[src/rtl/idex_queue.sv]
// Decode-to-execute dispatch queue: circular buffer of decoded instructions that
// snoops the CDB so waiting operands pick up broadcast values before issue.
module idex_queue #(
    parameter int DEPTH  = 4,
    parameter int UNIT_W = 2,
    parameter int OP_W   = 6,
    parameter int TAG_W  = 4,
    parameter int VAL_W  = 32
) (
    input  logic                       clk,
    input  logic                       rst,
    input  logic                       flush,
    input  logic                       in_valid,
    output logic                       in_ready,
    input  logic [UNIT_W-1:0]          in_unit,
    input  logic [OP_W-1:0]            in_op,
    input  logic [TAG_W-1:0]           in_tag1,
    input  logic [TAG_W-1:0]           in_tag2,
    input  logic [VAL_W-1:0]           in_val1,
    input  logic [VAL_W-1:0]           in_val2,
    input  logic [TAG_W-1:0]           in_target,
    output logic                       out_valid,
    input  logic                       out_ready,
    output logic [UNIT_W-1:0]          out_unit,
    output logic [OP_W-1:0]            out_op,
    output logic [TAG_W-1:0]           out_tag1,
    output logic [TAG_W-1:0]           out_tag2,
    output logic [VAL_W-1:0]           out_val1,
    output logic [VAL_W-1:0]           out_val2,
    output logic [TAG_W-1:0]           out_target,
    input  logic                       cdb_valid,
    input  logic [TAG_W-1:0]           cdb_tag,
    input  logic [VAL_W-1:0]           cdb_val,
    output logic [$clog2(DEPTH+1)-1:0] count
);
    localparam int PTR_W = $clog2(DEPTH);
    localparam int CNT_W = $clog2(DEPTH+1);

    logic [UNIT_W-1:0] unit_r   [DEPTH];
    logic [OP_W-1:0]   op_r     [DEPTH];
    logic [TAG_W-1:0]  tag1_r   [DEPTH];
    logic [TAG_W-1:0]  tag2_r   [DEPTH];
    logic [VAL_W-1:0]  val1_r   [DEPTH];
    logic [VAL_W-1:0]  val2_r   [DEPTH];
    logic [TAG_W-1:0]  target_r [DEPTH];
    logic [PTR_W-1:0]  head_r;
    logic [PTR_W-1:0]  tail_r;
    logic [CNT_W-1:0]  count_r;
    logic              enq_s;
    logic              deq_s;
    logic              in_hit1_s;
    logic              in_hit2_s;

    // Tag 0 means "value present", so it can never be a snoop match.
    function automatic logic cdb_hit(input logic [TAG_W-1:0] tag,
                                     input logic             bvalid,
                                     input logic [TAG_W-1:0] btag);
        return bvalid && (tag == btag) && (tag != '0);
    endfunction

    function automatic logic is_occupied(input logic [PTR_W-1:0] idx,
                                         input logic [PTR_W-1:0] head,
                                         input logic [CNT_W-1:0] cnt);
        logic [PTR_W-1:0] off;
        off = idx - head;
        return CNT_W'(off) < cnt;
    endfunction

    assign in_ready  = (count_r < CNT_W'(DEPTH));
    assign out_valid = (count_r != '0);
    assign count     = count_r;
    assign enq_s     = in_valid & in_ready;
    assign deq_s     = out_valid & out_ready;
    assign in_hit1_s = cdb_hit(in_tag1, cdb_valid, cdb_tag);
    assign in_hit2_s = cdb_hit(in_tag2, cdb_valid, cdb_tag);
    assign out_unit   = unit_r[head_r];
    assign out_op     = op_r[head_r];
    assign out_target = target_r[head_r];

    // Head operand 1 with same-cycle CDB bypass
    always_comb begin
        if (cdb_hit(tag1_r[head_r], cdb_valid, cdb_tag)) begin
            out_tag1 = '0;
            out_val1 = cdb_val;
        end else begin
            out_tag1 = tag1_r[head_r];
            out_val1 = val1_r[head_r];
        end
    end

    // Head operand 2 with same-cycle CDB bypass
    always_comb begin
        if (cdb_hit(tag2_r[head_r], cdb_valid, cdb_tag)) begin
            out_tag2 = '0;
            out_val2 = cdb_val;
        end else begin
            out_tag2 = tag2_r[head_r];
            out_val2 = val2_r[head_r];
        end
    end

    // Pointers, occupancy, CDB snoop and entry writes
    always_ff @(posedge clk or posedge rst) begin
        if (rst) begin
            head_r  <= '0;
            tail_r  <= '0;
            count_r <= '0;
            for (int i = 0; i < DEPTH; i++) begin
                unit_r[i]   <= '0;
                op_r[i]     <= '0;
                tag1_r[i]   <= '0;
                tag2_r[i]   <= '0;
                val1_r[i]   <= '0;
                val2_r[i]   <= '0;
                target_r[i] <= '0;
            end
        end else if (flush) begin
            head_r  <= '0;
            tail_r  <= '0;
            count_r <= '0;
        end else begin
            for (int i = 0; i < DEPTH; i++) begin
                if (is_occupied(PTR_W'(i), head_r, count_r)) begin
                    if (cdb_hit(tag1_r[i], cdb_valid, cdb_tag)) begin
                        tag1_r[i] <= '0;
                        val1_r[i] <= cdb_val;
                    end
                    if (cdb_hit(tag2_r[i], cdb_valid, cdb_tag)) begin
                        tag2_r[i] <= '0;
                        val2_r[i] <= cdb_val;
                    end
                end
            end
            // The tail slot is free whenever enq_s is set, so this never races the snoop.
            if (enq_s) begin
                unit_r[tail_r]   <= in_unit;
                op_r[tail_r]     <= in_op;
                tag1_r[tail_r]   <= in_hit1_s ? '0 : in_tag1;
                val1_r[tail_r]   <= in_hit1_s ? cdb_val : in_val1;
                tag2_r[tail_r]   <= in_hit2_s ? '0 : in_tag2;
                val2_r[tail_r]   <= in_hit2_s ? cdb_val : in_val2;
                target_r[tail_r] <= in_target;
                tail_r           <= tail_r + PTR_W'(1);
            end
            if (deq_s) begin
                head_r <= head_r + PTR_W'(1);
            end
            case ({enq_s, deq_s})
                2'b10:   count_r <= count_r + CNT_W'(1);
                2'b01:   count_r <= count_r - CNT_W'(1);
                default: count_r <= count_r;
            endcase
        end
    end
endmodule

[config.mk]
export PLATFORM = sky130hd
export DESIGN_NAME = idex_queue
export DESIGN_NICKNAME = d
export VERILOG_FILES = /design/src/rtl/idex_queue.sv
export SDC_FILE = /design/constraint.sdc
export NUM_CORES = 1
export LEC_CHECK = 0
export CAP_MARGIN = 20
export CORE_ASPECT_RATIO = 1.2
export CORE_MARGIN = 1
export CORE_UTILIZATION = 51
export DETAILED_ROUTE_END_ITERATION = 10
export HOLD_SLACK_MARGIN = 0.02
export PLACE_DENSITY = 0.75
export SYNTH_ARGS = -nofsm -noshare
export SYNTH_HDL_FRONTEND = slang
export SYNTH_SLANG_ARGS = --single-unit
[constraint.sdc]
create_clock -name clk -period 10.2 [get_ports clk]
set_clock_uncertainty 0.1 [all_clocks]
set_input_delay 1.02 -clock clk [delete_from_list [all_inputs] [get_ports clk]]
set_output_delay 1.02 -clock clk [all_outputs]
set_load 0.005 [all_outputs]
==> metrics.yaml <==
critPathSlowestCell: "dfrtp_4"
post_cts_buffers: 0
place_area_um2: 20900
hpwl_mm: 34.5
crit_path_end: "out_val1[2]"
yosysTopAreaCellShare: 0.464
cts_made_buffers: 38
setup_violations: 0
tns_ns: 0
vias: 15493
drv_cap: 0
final.period_utilization: 0.597
syn-num-nets: 1760
syn_inst: 1625
first_global_vias: 15846
arrival_ns: 4.97
cp-start-kind: "flop"
crit_chain: "buf_4, mux4_2, o21ai_0, nand2_1, nor4_4, buf_4, mux2_2, clkdlybuf4s50_1"
grt_start_max_net_pins: 191
slew_violations: 0
drtIter0Drc: 2597
dieArea_um2: 37100
tightest_slew_ns: 1.21
drc: 21
nets: 1901
final_layout_size_suffix_gt1_frac: 0.139
fill_cells: 2822
synth.most_common_cell: "dfrtp_1"
p_leak_nw: 10.3
min_period_ns: 6.09
p_sw_mw: 2.19
yosysSeqAreaShare: 0.464
critPathCaptureType: "primary output"
synthTopCellsByArea: "dfrtp_1, a222oi_1, mux4_2"
synth_seq_cells: 343
powerDensity_nw_per_um2: 300
design_area_um2: 22200
drt.antenna.violating_nets: 0
die_y_um: 211
hold_viol: 0
critPathRequiredTime_ns: 9.08
post-synth-top-area-cell: "dfrtp_1"
cp.depth: 8
syn_avg_cell_area_um2: 11.4
final_util: 0.620
rsz0062_at_grt: "false"
holdWs_ns: 0.373
dr.pass1.iters: 11
intPower_mw: 4.49
placementRows: 76
ys_types: 53
die_w_um: 176
cpMostUsedCell: "buf_4"
cp_slowest_stage_delay_ns: 1.06
h-tree-depth: 2
path_clk_slew_ns: 0.06
diodes: 0
vias_per_cell: 6.85
maxSlewHeadroom: 0.193
ys_warn_count: 0
synthFlopType: "dfrtp_1"
instances_no_fill: 2261
place_congestion: 0.888
clkPwrFrac: 0.208
swShare: 0.328
initial_core_util: 0.516
io_buffers: 214
synth_common_cells: "dfrtp_1, inv_1, a222oi_1, nand2_1, clkbuf_1"
cts_hold_repair.buffers: 0
clk_path_buf_depth: 3
timing.fmax_ghz: 0.164
violations: "design-rule violations"
r2r-start: "head_r[1]$_DFFE_PP0P_"
async_flop_share: 1.00
crit_start: "head_r[0]$_DFFE_PP0P_"
crit_type: "reg2out"
p_seq_frac: 0.366
cp_top_family: "buffers and inverters"
synth_area_um2: 18500
r2r-end: "val1_r[66]$_DFFE_PP0N_"
antenna_found_initial: 0
grt_pass1_wl_mm: 89.9
coreArea_um2: 35800
crit_fanout: 49
outcome: "finished with violations"
cts_tree: "done"
synthToLayoutAreaGrowth_pct: 20.0
cts_root_buf: "clkbuf_16"
cts_sinks: 343
avgRoutedWirePerCell_um: 25.8
drt-total-wl_mm: 58.3
grtUsageTotal: 0.315
reg2reg_depth: 9
path_buf_inv: 3
clock_latency_ns: 0.53
grt_overflow: 0
ir_worst_vdd_mv: 0.165
synth_edf_count: 0
p_comb_frac: 0.426
dp_cells: 2193
ios: 215
cts-resized-gates: 0
regToRegSetupSlack_ns: 5.30
hold_class: "reg2reg"
## power groups by stage
stage | logic [mW] | registers, mW | clock network, mW
final | 2.84 | 2.44 | 1.39
after global routing | 3.06 | 2.51 | 1.45
after CTS | 2.83 | 2.42 | 1.40
after detailed placement | 2.80 | 2.44 | 0
after global placement | 2.74 | 2.40 | 0
after floorplan | 1.86 | 2.26 | 0
## cell usage in the layout, fill, tap and decap left out, types with 9 or more instances in the layout
cell type          n
mux2_1            14
o21ai_0           10
o2bb2ai_1          9
nand2_1          168
mux2_2            15
a222oi_1         255
mux2i_1           73
mux4_2            80
clkinv_2           9
a22o_1            16
nor2_1            50
xor2_1            28
xnor2_1           21
clkbuf_16         39
buf_4             24
clkdlybuf4s50_1  213
inv_1            264
dfrtp_1          341
mux2_4            40
## tightest hold or removal path, cell delays in order (launching register included)
cell	delay (ns)
dfrtp_1	0.34
nand2_1	0.05
nand2_1	0.05
## metal layers
metal,global-route usage,routed length [um],up-vias
met1,0.402,21700,7825
li1,-,-,6414
met2,0.505,27700,1074
met4,0.161,2610,0
met5,0,0,-
met3,0.0691,6270,180
## kinds of logic after synthesis
| group | synth area share |
|---|---|
| muxes | 0.187 |
| DFF | 0.464 |
| buffers and inverters | 0.0878 |
| AOI/OAI and AO/OA | 0.169 |
| and+or+nand+nor | 0.0628 |
| adders and majority gates | 0.00649 |
| xor gates and xnor gates | 0.0232 |
## worst min-delay path by stage
| stage | from | endpoint | slack [ns] | cells after the start |
|---|---|---|---|---|
| after detailed placement | target_r[4]$_DFFE_PP0P_ | target_r[4]$_DFFE_PP0P_ | 0.36 | 2 |
| after floorplan | op_r[10]$_DFFE_PP0P_ | op_r[10]$_DFFE_PP0P_ | 0.34 | 2 |
| after global placement | target_r[11]$_DFFE_PP0P_ | target_r[11]$_DFFE_PP0P_ | 0.35 | 2 |
| after CTS | op_r[2]$_DFFE_PP0P_ | op_r[2]$_DFFE_PP0P_ | 0.38 | 2 |
| final | op_r[21]$_DFFE_PP0P_ | op_r[21]$_DFFE_PP0P_ | 0.37 | 2 |
| after global routing | target_r[2]$_DFFE_PP0P_ | target_r[2]$_DFFE_PP0P_ | 0.40 | 2 |
## cell type report
type	count	area, um2	share of cell area
inverters	265	998	0.0449
clock buffers	51	1070	0.0482
flip-flops and latches	343	8590	0.387
repair buffers	241	2380	0.107
multi-input cells	877	8410	0.379
well taps	468	586	0.0264
clock inverters	16	184	0.00828
## state kept, by name, indices dropped and copies added, names as in the netlist
signal	count
count	3
unit_r	8
val1_r	128
target_r	16
tail_r	2
tag1_r	16
op_r	24
head_r	2
val2_r	128
tag2_r	16
## metrics by stage
stage | power (mW) | setup slack (ns)
5_1_grt | 7.02 | 3.76
3_5_place_dp | 5.24 | 4.62
2_1_floorplan | 4.11 | 4.49
4_1_cts | 6.66 | 4.04
6_report | 6.67 | 4.11
3_3_place_gp | 5.14 | 4.62
Note: power is estimated with default switching activity, not from simulation.
